<file path="config.mk">
export PLATFORM = sky130hd
export DESIGN_NAME = line_rasterizer
export DESIGN_NICKNAME = d
export VERILOG_FILES = /design/src/rtl/common.sv /design/src/rtl/line_rasterizer.sv
export SDC_FILE = /design/constraint.sdc
export NUM_CORES = 1
export LEC_CHECK = 0
export ABC_AREA = 1
export BUFFER_PORTS_ARGS = -buffer_cell sky130_fd_sc_hd__buf_2
export CORE_AREA = 10 10 172 174
export CTS_CLUSTER_SIZE = 16
export DETAILED_ROUTE_END_ITERATION = 8
export DIE_AREA = 0 0 182 184
export HOLD_SLACK_MARGIN = 0.1
export PLACE_DENSITY_LB_ADDON = 0.3
export SETUP_SLACK_MARGIN = 0.1
export SLEW_MARGIN = 10
export SYNTH_ARGS = -nofsm -noshare
export SYNTH_HDL_FRONTEND = slang
export SYNTH_SLANG_ARGS = --single-unit
</file>
<file path="constraint.sdc">
create_clock -name clk -period 4.06 [get_ports clk]
set_clock_uncertainty 0.1 [all_clocks]
set_input_delay 1.218 -clock clk [delete_from_list [all_inputs] [get_ports clk]]
set_output_delay 1.218 -clock clk [all_outputs]
set_load 0.03 [all_outputs]
</file>
<file path="src/rtl/common.sv">
// Shared drawing-pipeline definitions: color encoding and the state type
// used by shape rasterizers that feed drawing_canvas.
package common;

  localparam int COLOR_WIDTH = 3;

  localparam logic [COLOR_WIDTH-1:0] COLOR_NONE    = 3'd0;
  localparam logic [COLOR_WIDTH-1:0] COLOR_RED     = 3'd1;
  localparam logic [COLOR_WIDTH-1:0] COLOR_GREEN   = 3'd2;
  localparam logic [COLOR_WIDTH-1:0] COLOR_BLUE    = 3'd3;
  localparam logic [COLOR_WIDTH-1:0] COLOR_YELLOW  = 3'd4;
  localparam logic [COLOR_WIDTH-1:0] COLOR_CYAN    = 3'd5;
  localparam logic [COLOR_WIDTH-1:0] COLOR_MAGENTA = 3'd6;
  localparam logic [COLOR_WIDTH-1:0] COLOR_WHITE   = 3'd7;

  typedef enum logic [1:0] {
    RS_IDLE  = 2'd0,
    RS_SETUP = 2'd1,
    RS_DRAW  = 2'd2,
    RS_DONE  = 2'd3
  } raster_state_t;

endpackage

</file>
<file path="src/rtl/line_rasterizer.sv">
// Integer Bresenham line rasterizer: accepts one segment command and emits one
// inclusive-endpoint canvas write per clock on the drawing_canvas tool port.
module line_rasterizer
  import common::*;
#(
  parameter int WIDTH = 640,
  parameter int HEIGHT = 480,
  localparam int XW = $clog2(WIDTH),
  localparam int YW = $clog2(HEIGHT)
) (
  input  logic                   clk,
  input  logic                   reset,
  input  logic                   start,
  input  logic [XW-1:0]          x0,
  input  logic [XW-1:0]          x1,
  input  logic [YW-1:0]          y0,
  input  logic [YW-1:0]          y1,
  input  logic [COLOR_WIDTH-1:0] color,
  output logic                   ready,
  output logic                   done,
  output logic                   enable,
  output logic [XW-1:0]          tool_x,
  output logic [YW-1:0]          tool_y,
  output logic [COLOR_WIDTH-1:0] tool_color
);

  localparam int MW = ((XW > YW) ? XW : YW) + 1;
  localparam int EW = MW + 1;
  localparam logic [XW-1:0] XMAX = XW'(WIDTH - 1);
  localparam logic [YW-1:0] YMAX = YW'(HEIGHT - 1);

  function automatic logic [XW-1:0] clamp_x(input logic [XW-1:0] v);
    return (v > XMAX) ? XMAX : v;
  endfunction

  function automatic logic [YW-1:0] clamp_y(input logic [YW-1:0] v);
    return (v > YMAX) ? YMAX : v;
  endfunction

  function automatic logic signed [MW-1:0] ext_x(input logic [XW-1:0] v);
    return signed'({{(MW-XW){1'b0}}, v});
  endfunction

  function automatic logic signed [MW-1:0] ext_y(input logic [YW-1:0] v);
    return signed'({{(MW-YW){1'b0}}, v});
  endfunction

  raster_state_t state, next_state;

  logic [XW-1:0]          cur_x, end_x;
  logic [YW-1:0]          cur_y, end_y;
  logic [COLOR_WIDTH-1:0] color_q;
  logic signed [MW-1:0]   dx, dy;
  logic signed [EW-1:0]   err;
  logic                   x_neg, y_neg;

  logic signed [MW-1:0]   dx_raw, dy_raw, adx, ady;
  logic signed [EW-1:0]   err_init, dx_w, dy_w, err_nxt;
  logic signed [EW:0]     e2, dx_e, dy_e;
  logic                   step_x, step_y, at_end;

  always_comb begin
    dx_raw   = ext_x(end_x) - ext_x(cur_x);
    dy_raw   = ext_y(end_y) - ext_y(cur_y);
    adx      = dx_raw[MW-1] ? -dx_raw : dx_raw;
    ady      = dy_raw[MW-1] ? -dy_raw : dy_raw;
    err_init = signed'({adx[MW-1], adx}) - signed'({ady[MW-1], ady});

    dx_w     = {dx[MW-1], dx};
    dy_w     = {dy[MW-1], dy};
    dx_e     = {{2{dx[MW-1]}}, dx};
    dy_e     = {{2{dy[MW-1]}}, dy};
    e2       = {err, 1'b0};
    step_x   = (e2 >= dy_e);
    step_y   = (e2 <= dx_e);
    err_nxt  = err + (step_x ? dy_w : '0) + (step_y ? dx_w : '0);
    at_end   = (cur_x == end_x) && (cur_y == end_y);
  end

  always_ff @(posedge clk or posedge reset) begin
    if (reset) state <= RS_IDLE;
    else       state <= next_state;
  end

  always_comb begin
    next_state = state;
    unique case (state)
      RS_IDLE:  if (start) next_state = RS_SETUP;
      RS_SETUP: next_state = RS_DRAW;
      RS_DRAW:  if (at_end) next_state = RS_DONE;
      RS_DONE:  next_state = RS_IDLE;
      default:  next_state = RS_IDLE;
    endcase
  end

  always_ff @(posedge clk or posedge reset) begin
    if (reset) begin
      cur_x   <= '0;
      cur_y   <= '0;
      end_x   <= '0;
      end_y   <= '0;
      color_q <= COLOR_NONE;
      dx      <= '0;
      dy      <= '0;
      err     <= '0;
      x_neg   <= 1'b0;
      y_neg   <= 1'b0;
    end else begin
      unique case (state)
        RS_IDLE: if (start) begin
          cur_x   <= clamp_x(x0);
          cur_y   <= clamp_y(y0);
          end_x   <= clamp_x(x1);
          end_y   <= clamp_y(y1);
          color_q <= color;
        end
        RS_SETUP: begin
          dx    <= adx;
          dy    <= -ady;
          err   <= err_init;
          x_neg <= dx_raw[MW-1];
          y_neg <= dy_raw[MW-1];
        end
        // The end pixel is written in the cycle it is reached; no step after it.
        RS_DRAW: if (!at_end) begin
          if (step_x) cur_x <= x_neg ? cur_x - XW'(1) : cur_x + XW'(1);
          if (step_y) cur_y <= y_neg ? cur_y - YW'(1) : cur_y + YW'(1);
          err <= err_nxt;
        end
        default: ;
      endcase
    end
  end

  assign ready      = (state == RS_IDLE);
  assign done       = (state == RS_DONE);
  assign enable     = (state == RS_DRAW);
  assign tool_x     = cur_x;
  assign tool_y     = cur_y;
  assign tool_color = color_q;

endmodule

</file>
==> results of run 1 <==
metal layers:
layer / GRT usage / routed length [um] / vias up
li1: - / - / 3847
met1: 0.174 / 10700 / 3450
met2: 0.212 / 10100 / 168
met3: 0.0250 / 1170 / 27
met4: 0.0351 / 422 / 0
met5: 0 / 0 / -
cells by family (layout without fill, tap and decap cells):
| group | after synthesis | in the layout | share of synthesized area |
|---|---|---|---|
| buffers and inverters | 203 | 336 | 0.101 |
| AOI/OAI and AO/OA | 205 | 205 | 0.153 |
| DFF | 79 | 79 | 0.256 |
| other | 1 | 1 | 0.000486 |
| and+or+nand+nor | 476 | 476 | 0.269 |
| xor gates and xnor gates | 32 | 32 | 0.0363 |
| adders and majority gates | 103 | 103 | 0.184 |
what timing repair did:
action                     in CTS  in global routing
setup endpoints to repair       5                  7
gates resized for setup        10                121
setup buffers                   0                 22
pin swaps                       1                 31
sequential cells by signal, summed over array words and instances (netlist names):
register	flops
dx	11
dy	11
end_x	10
x_neg	1
tool_y	9
err	12
tool_color	3
state	2
tool_x	10
end_y	9
y_neg	1
worst max path at each step:
stage               startpoint       to  depth (start not counted)
floorplan            tool_x[1]   err[8]                         22
global placement        dx[10]  err[11]                         29
detailed placement      dx[10]  err[11]                         28
CTS                   end_x[0]  err[10]                         20
global route             dx[6]  err[11]                         27
finish                end_x[0]  err[10]                         20
Yosys cell counts (2+ instances only):
master / instances / area [um2]
nor2_1: 100 / 375
xnor2_1: 11 / 96.3
nand3_2: 4 / 40.0
nor2_2: 3 / 18.8
a21oi_1: 73 / 365
o311ai_0: 9 / 78.8
clkinv_1: 3 / 11.3
o21ai_0: 67 / 335
o21ai_1: 10 / 50.1
inv_2: 6 / 22.5
buf_2: 5 / 25.0
a31oi_1: 14 / 87.6
a22oi_1: 5 / 37.5
nand3b_1: 2 / 15.0
o21bai_1: 2 / 15.0
nor3_1: 7 / 35.0
dfrtp_1: 79 / 1980
fa_1: 17 / 340
ha_1: 86 / 1080
nand2_2: 8 / 50.1
o211ai_1: 4 / 30.0
o21ai_2: 3 / 26.3
a22o_1: 2 / 17.5
o21a_1: 2 / 15.0
nand4_1: 16 / 100
inv_1: 173 / 649
or2_2: 6 / 37.5
nand2_1: 253 / 950
o221ai_1: 4 / 35.0
o2111ai_1: 3 / 26.3
xor2_1: 21 / 184
clkbuf_1: 14 / 52.6
nand3_1: 67 / 335
nand2_4: 3 / 33.8
a21oi_2: 2 / 17.5
a21boi_2: 2 / 22.5
stage by stage:
| stage | setup TNS, ns | utilization | hold slack, ns | area [um2] | worst slack [ns] |
|---|---|---|---|---|---|
| 2_1_floorplan | 0 | - | 0.349 | 7710 | 0.129 |
| 3_3_place_gp | 0 | 0.338 | 0.362 | 8750 | 0.0568 |
| 3_5_place_dp | -0.0614 | 0.338 | 0.371 | 8750 | -0.0614 |
| 4_1_cts | 0 | 0.350 | 0.392 | 9080 | 0.100 |
| 5_1_grt | 0 | 0.379 | 0.420 | 9810 | 0.0263 |
| 6_report | 0 | 0.379 | 0.386 | 9810 | 0.289 |
final cells by class:
class | instances | area, um2
clock buffers | 9 | 225
clock inverters | 7 | 60.1
fillers | 2709 | 16100
inverters | 183 | 698
multi-input cells | 817 | 5550
flip-flops and latches | 79 | 1990
well taps | 335 | 419
repair buffers | 137 | 875
critical path, stage by stage (launching register included):
cell and delay, ns:
dfrtp_1 0.36, inv_1 0.07, ha_1 0.15, inv_1 0.06, fa_2 0.34, nand3_1 0.09
and2_4 0.17, o21ai_2 0.07, a221oi_2 0.24, buf_4 0.17, nand2_1 0.08, xor2_2 0.17
ha_1 0.34, a21oi_2 0.17, buf_4 0.13, nor2_1 0.04, o31ai_2 0.23, o2111ai_2 0.18
or2_2 0.30, nand2_1 0.08, a31oi_1 0.08
==> results by group, run 1 <==
Setup path
  – RR Startpoint: end_x[0]
  – Crit Path Class: reg -> reg
  – Setup slack, reg-to-reg: 0.29 ns
  – Crit-path max FO: 5
  – Startpoint types: register
  – Reg2Reg Depth: 20
  – Arr. time, crit path: 3.89 ns
  – CP endpoint kind: register
  – Reg2reg end: err[10]
  – CP Data Required Time: 4.18 ns

Placement
  – Cells after DPL: 1,529
  – Final Wtd Congestion: 0.924
  – Hpwl dp: 17.7 mm
  – IO buf count: 68

Die
  – I/O pins: 69
  – Die Y: 184 um
  – Core Area: 0.0259 mm2
  – Core Rows: 59
  – Die area: 0.0335 mm2
  – Chip Width: 182 um
  – Initial Utilization: 0.298

Global route
  – Gr usage total: 0.131
  – Initial antenna violation count: 0
  – Largest net degree at the start of global routing: 46
  – Vias in the first global route: 7,324
  – First-pass GRT wire length: 36.5 mm
  – Gr ovfl total: 0

Finish
  – Share of cells above drive strength 1: 0.246
  – Layout net count: 1,374
  – Commonest non-fill, non-tap cell in the layout: nand2_1
  – P&R area growth vs syn: 27.2%
  – Fin cells: 1,567
  – Commonest non-fill, non-tap cells in the layout: 241 x nand2_1, 162 x inv_1, 90 x nor2_1
  – Diodes inserted: 0

Logic synthesis
  – Distinct cell type count after synthesis: 49
  – Yosys warning total: 0
  – Seq/Total Area, Yosys: 0.256
  – Synth Instances: 1,099
  – Area of the mapped netlist: 0.00771 mm2
  – EDFF count, synth: 0
  – Async S/R FF share, synth: 1.00
  – Ys flop type: dfrtp_1
  – Synthesized flop and latch total: 79
  – Mean post-synth cell area: 7.02 um2
  – Post-synth net total: 1,246

Detailed routing
  – Vias: 7,492
  – Drt pass-1 iters: 5
  – Initial DRC count: 414
  – DRC: 0
  – DR vias/cell: 4.78
  – Drt wl/cell: 14.3 um
  – Routed WL: 22.4 mm
  – DRT antenna net count: 0

Hold path
  – Hold Path Sink: tool_color[2]
  – Hold path cells: 2
  – Worst hold path type: reg -> reg
  – Hold Startpoint: tool_color[2]

CTS
  – CTS tree: built
  – Max H-tree Level: 3
  – Num CTS Buffers: 9
  – Clock Sinks: 79
  – CTS Buffer Depth: 2
  – Cts hold-fix bufs: 0
  – Clk_lat worst skew: 0.36 ns
  – Reg clk slew, reported paths: 0.07 ns
  – Root buf cell: clkbuf_16

STA
  – Part of the cycle the worst path needs: 0.929
  – Rel. slew slack: 0.554
  – FMAX: 265 MHz
  – Tmin final: 3.77 ns
  – Unrepaired setup endpoints after global routing: yes
  – Final Hold Viols: 0
  – Pins Over Slew Limit: 0
  – Least-Margin Pin Slew: 0.668 ns
  – Endpoints failing setup: 0

Outcome
  – Status: finished clean

Job
  – Max cap viols: 0
Power of run 1 is not shown: default switching activity piles up to over one toggle a cycle in this logic, so the estimate is an artifact.
==> inputs of run 2 (changes only) <==
--- a/config.mk
+++ b/config.mk
@@ -12,7 +12,7 @@
 export DETAILED_ROUTE_END_ITERATION = 8
 export DIE_AREA = 0 0 182 184
 export HOLD_SLACK_MARGIN = 0.1
-export PLACE_DENSITY_LB_ADDON = 0.3
+export PLACE_DENSITY = 0.45
 export SETUP_SLACK_MARGIN = 0.1
 export SLEW_MARGIN = 10
 export SYNTH_ARGS = -nofsm -noshare
==> results by group, run 2 (synthesized netlist as in run 1, its figures left out) <==
Outcome
  – Status: finished clean

Detailed routing
  – Routed WL: 23.7 mm
  – DRC: 0
  – DR vias/cell: 4.71
  – Initial DRC count: 382
  – Drt wl/cell: 15.0 um
  – Vias: 7,433
  – Drt pass-1 iters: 6
  – DRT antenna net count: 0

Global route
  – Largest net degree at the start of global routing: 48
  – Gr usage total: 0.141
  – Initial antenna violation count: 0
  – Vias in the first global route: 7,541
  – Gr ovfl total: 0
  – First-pass GRT wire length: 38.6 mm

Finish
  – Largest register FFs: 12
  – Diodes inserted: 0
  – Largest regs: err (12), dx (11), dy (11)
  – Commonest non-fill, non-tap cell in the layout: nand2_1
  – Share of cells above drive strength 1: 0.264
  – Commonest non-fill, non-tap cells in the layout: 238 x nand2_1, 156 x inv_1, 88 x nor2_1
  – Layout net count: 1,384
  – FILL cells: 2,758
  – Most flop-heavy register: err
  – P&R area growth vs syn: 29.1%

STA
  – Unrepaired setup endpoints after global routing: yes
  – Endpoints failing setup: 0
  – Final Hold Viols: 0
  – Rel. slew slack: 0.546
  – Pins Over Slew Limit: 0
  – Tmin final: 3.83 ns
  – Hold_ws: 0.380 ns
  – Final WS setup: 0.226 ns
  – Part of the cycle the worst path needs: 0.944
  – FMAX: 261 MHz
  – Least-Margin Pin Slew: 0.681 ns

Placement
  – Hpwl dp: 18.8 mm
  – Final Wtd Congestion: 0.809
  – Pre-CTS setup slack: -0.00789 ns
  – IO buf count: 68

Setup path
  – Top cell by count, worst path: nand2_1
  – Crit Path Class: reg -> reg
  – CP endpoint kind: register
  – Arr. time, crit path: 3.97 ns
  – Crit-path max cell delay: 0.58 ns
  – Crit-path max FO: 4
  – CP Data Required Time: 4.19 ns
  – Startpoint types: register
  – Slowest-stage cell, CP: fa_1

CTS
  – Cts hold-fix bufs: 0
  – CTS Buffer Depth: 2
  – Root buf cell: clkbuf_16
  – Reg clk slew, reported paths: 0.07 ns
  – Clock Sinks: 79
  – Num CTS Buffers: 9
  – CTS tree: built
  – Max H-tree Level: 3
  – Clk_lat worst skew: 0.35 ns

Die
  – I/O pins: 69
  – Chip Width: 182 um
  – Core Area: 0.0259 mm2
  – Initial Utilization: 0.298
  – Die Y: 184 um
  – Core Rows: 59
  – Die area: 0.0335 mm2

Job
  – Max cap viols: 0

Hold path
  – Worst hold path type: reg -> reg
==> run 2: final timing paths <==
kind                       depth (start not counted)       endpoint           from  slack (ns)
min                                                2  tool_color[2]  tool_color[2]        0.38
min reg2reg                                        2  tool_color[2]  tool_color[2]        0.38
max in group asynchronous                          3      tool_y[1]          reset        2.32
max                                               28        err[11]        err[10]        0.23
max reg2reg                                       28        err[11]        err[10]        0.23
min in group asynchronous                          2         err[1]          reset        0.84
==> run 2: worst max-delay path: cells and delay by family (launching register included) <==
| family | cells | cell delay [ns] |
|---|---|---|
| AO/OA/AOI/OAI | 2 | 0.17 |
| buffers and inverters | 3 | 0.13 |
| flip-flops | 1 | 0.46 |
| AND/OR/NAND/NOR | 19 | 1.49 |
| adder cells (fa/ha/maj) | 4 | 1.35 |
==> run 2: timing repair <==
| item | CTS | global route |
|---|---|---|
| pin swaps | 1 | 50 |
| setup endpoints to repair | 5 | 7 |
| gates cloned | 0 | 0 |
| buffers inserted | 1 | 17 |
| gates resized for setup | 9 | 133 |
==> run 2: metal layers <==
layer	part of all wire	vias up	GRT usage	wire length, um
met3	0.032	17	0.0246	760
met2	0.47	111	0.240	11300
li1	-	3877	-	-
met4	0.010	0	0.0270	236
met1	0.48	3428	0.183	11500
met5	0	-	0	0
==> run 2: area by class of cell <==
type                            count  area [um2]  area share
Clock inverter                      7        71.3     0.00716
Multi-Input combinational cell    817        5610       0.563
Timing Repair Buffer              147         950      0.0954
Tap cell                          335         419      0.0421
Clock buffer                        9         225      0.0226
Sequential cell                    79        1990       0.200
Inverter                          183         696      0.0699
==> run 2: through the flow <==
stage / utilization / std cells / instance area [um2] / TNS [ns]
final: 0.384 / 1577 / 9950 / 0
after global routing: 0.384 / 1577 / 9950 / 0
after CTS: 0.355 / 1560 / 9200 / 0
after detailed placement: 0.342 / 1543 / 8860 / -0.00789
after global placement: 0.342 / 1543 / 8860 / 0
after floorplan: - / 1099 / 7710 / 0
Power of run 2 is left out for the same reason.
==> inputs of run 3 (changes only) <==
--- a/config.mk
+++ b/config.mk
@@ -7,10 +7,11 @@
 export LEC_CHECK = 0
 export ABC_AREA = 1
 export BUFFER_PORTS_ARGS = -buffer_cell sky130_fd_sc_hd__buf_2
-export CORE_AREA = 10 10 172 174
+export CORE_AREA = 2 2 164 166
 export CTS_CLUSTER_SIZE = 16
 export DETAILED_ROUTE_END_ITERATION = 8
-export DIE_AREA = 0 0 182 184
+export DIE_AREA = 0 0 166 168
+export GPL_TIMING_DRIVEN = 0
 export HOLD_SLACK_MARGIN = 0.1
 export PLACE_DENSITY = 0.45
 export SETUP_SLACK_MARGIN = 0.1
==> results by group, run 3 (synthesized netlist as in run 1, its figures left out) <==
Setup path
  – Startpoint types: register
  – CP Data Required Time: 4.21 ns
  – Crit-path max FO: 4
  – Cell family with most CP delay: simple AND/OR/NAND/NOR gates
  – Crit Path Class: reg -> reg
  – WP buf/inv: 4
  – CP endpoint kind: register
  – Slowest-stage cell, CP: fa_1
  – Crit-path max cell delay: 0.59 ns
  – Arr. time, crit path: 4.13 ns
  – Top cell by count, worst path: nand2_2

Finish
  – FILL cells: 2,785
  – Largest regs: err (12), dx (11), dy (11)
  – Diodes inserted: 0
  – Commonest non-fill, non-tap cell in the layout: nand2_1
  – Share of cells above drive strength 1: 0.230
  – Most flop-heavy register: err
  – Layout net count: 1,365
  – P&R area growth vs syn: 27.4%
  – Commonest non-fill, non-tap cells in the layout: 235 x nand2_1, 166 x inv_1, 88 x nor2_1
  – Largest register FFs: 12

Die
  – Initial Utilization: 0.293
  – I/O pins: 69
  – Core Rows: 60
  – Core Area: 0.0264 mm2
  – Chip Width: 166 um
  – Die area: 0.0279 mm2
  – Die Y: 168 um

Detailed routing
  – Routed WL: 24.7 mm
  – Met1 Wirelength: 11.8 mm
  – DRC: 0
  – DRT antenna net count: 0
  – Drt wl/cell: 15.8 um
  – Drt pass-1 iters: 5
  – Initial DRC count: 464
  – Met2 WL: 11.9 mm
  – Vias: 7,474
  – Top sig layer: met4
  – WL met3: 730 um
  – DR vias/cell: 4.78

Global route
  – Initial antenna violation count: 0
  – Gr usage total: 0.173
  – Largest net degree at the start of global routing: 48
  – Gr ovfl total: 0
  – First-pass GRT wire length: 38.2 mm
  – Vias in the first global route: 7,108

STA
  – Part of the cycle the worst path needs: 0.981
  – Rel. slew slack: 0.341
  – FMAX: 251 MHz
  – Final Hold Viols: 0
  – Unrepaired setup endpoints after global routing: yes
  – Least-Margin Pin Slew: 0.989 ns
  – Pins Over Slew Limit: 0
  – Tmin final: 3.98 ns
  – Endpoints failing setup: 0
  – Hold_ws: 0.375 ns

Placement
  – Hpwl dp: 19.3 mm
  – Final Wtd Congestion: 0.864
  – IO buf count: 68

CTS
  – Clock Sinks: 79
  – Root buf cell: clkbuf_16
  – Clk_lat worst skew: 0.36 ns
  – Reg clk slew, reported paths: 0.07 ns
  – Num CTS Buffers: 9
  – CTS Buffer Depth: 2
  – CTS tree: built
  – Cts hold-fix bufs: 0
  – Max H-tree Level: 3

Job
  – Max cap viols: 0

Outcome
  – Status: finished clean

Hold path
  – Worst hold path type: reg -> reg
run 3: worst reg2reg max path, delay by kind of cell (launching register included):
kind,cells,cell delay (ns)
adder cells (fa/ha/maj),4,1.39
AND/OR/NAND/NOR,19,1.61
buffers and inverters,4,0.23
flip-flops,1,0.40
AO/OA/AOI/OAI,2,0.13
run 3: path summary, 6_finish.rpt:
kind,startpoint,to,slack (ns),cells after the start
max in group asynchronous,reset,tool_y[0],2.45,3
max,dx[10],err[11],0.08,29
min in group asynchronous,reset,err[11],0.78,2
min,tool_color[2],tool_color[2],0.38,2
max reg2reg,dx[10],err[11],0.08,29
min reg2reg,tool_color[2],tool_color[2],0.38,2
run 3: what timing repair did:
item	CTS	global route
gates cloned	0	0
endpoints found under the setup margin	10	7
setup buffers	22	17
resized for setup	62	74
pin swaps	26	40
run 3: cell type report:
cell class | instances | area [um2] | share of cell area
tap | 341 | 427 | 0.0434
clock inverter | 6 | 92.6 | 0.00942
clock buffer | 10 | 239 | 0.0243
sequential | 79 | 1980 | 0.202
buffer | 20 | 91.3 | 0.00930
multi-input combinational | 817 | 5630 | 0.573
timing repair buffer | 108 | 668 | 0.0680
inverter | 183 | 698 | 0.0711
run 3: per-layer routing:
metal | vias to the layer above | track usage
met2 | 128 | 0.299
met1 | 3502 | 0.235
met3 | 19 | 0.0157
li1 | 3825 | -
met4 | 0 | 0.0386
met5 | - | 0
run 3: metrics by stage:
step                utilization  TNS, ns  cells  setup WS (ns)  instance area (um2)
floorplan                     -        0   1099          0.129                 7710
global placement          0.322   -48.99   1508         -0.851                 8480
detailed placement        0.323    -4.28   1509         -0.854                 8510
CTS                       0.353        0   1547         0.0139                 9310
global route              0.373   -0.363   1564         -0.135                 9830
finish                    0.373        0   1564         0.0765                 9830
Power of run 3 is left out for the same reason.
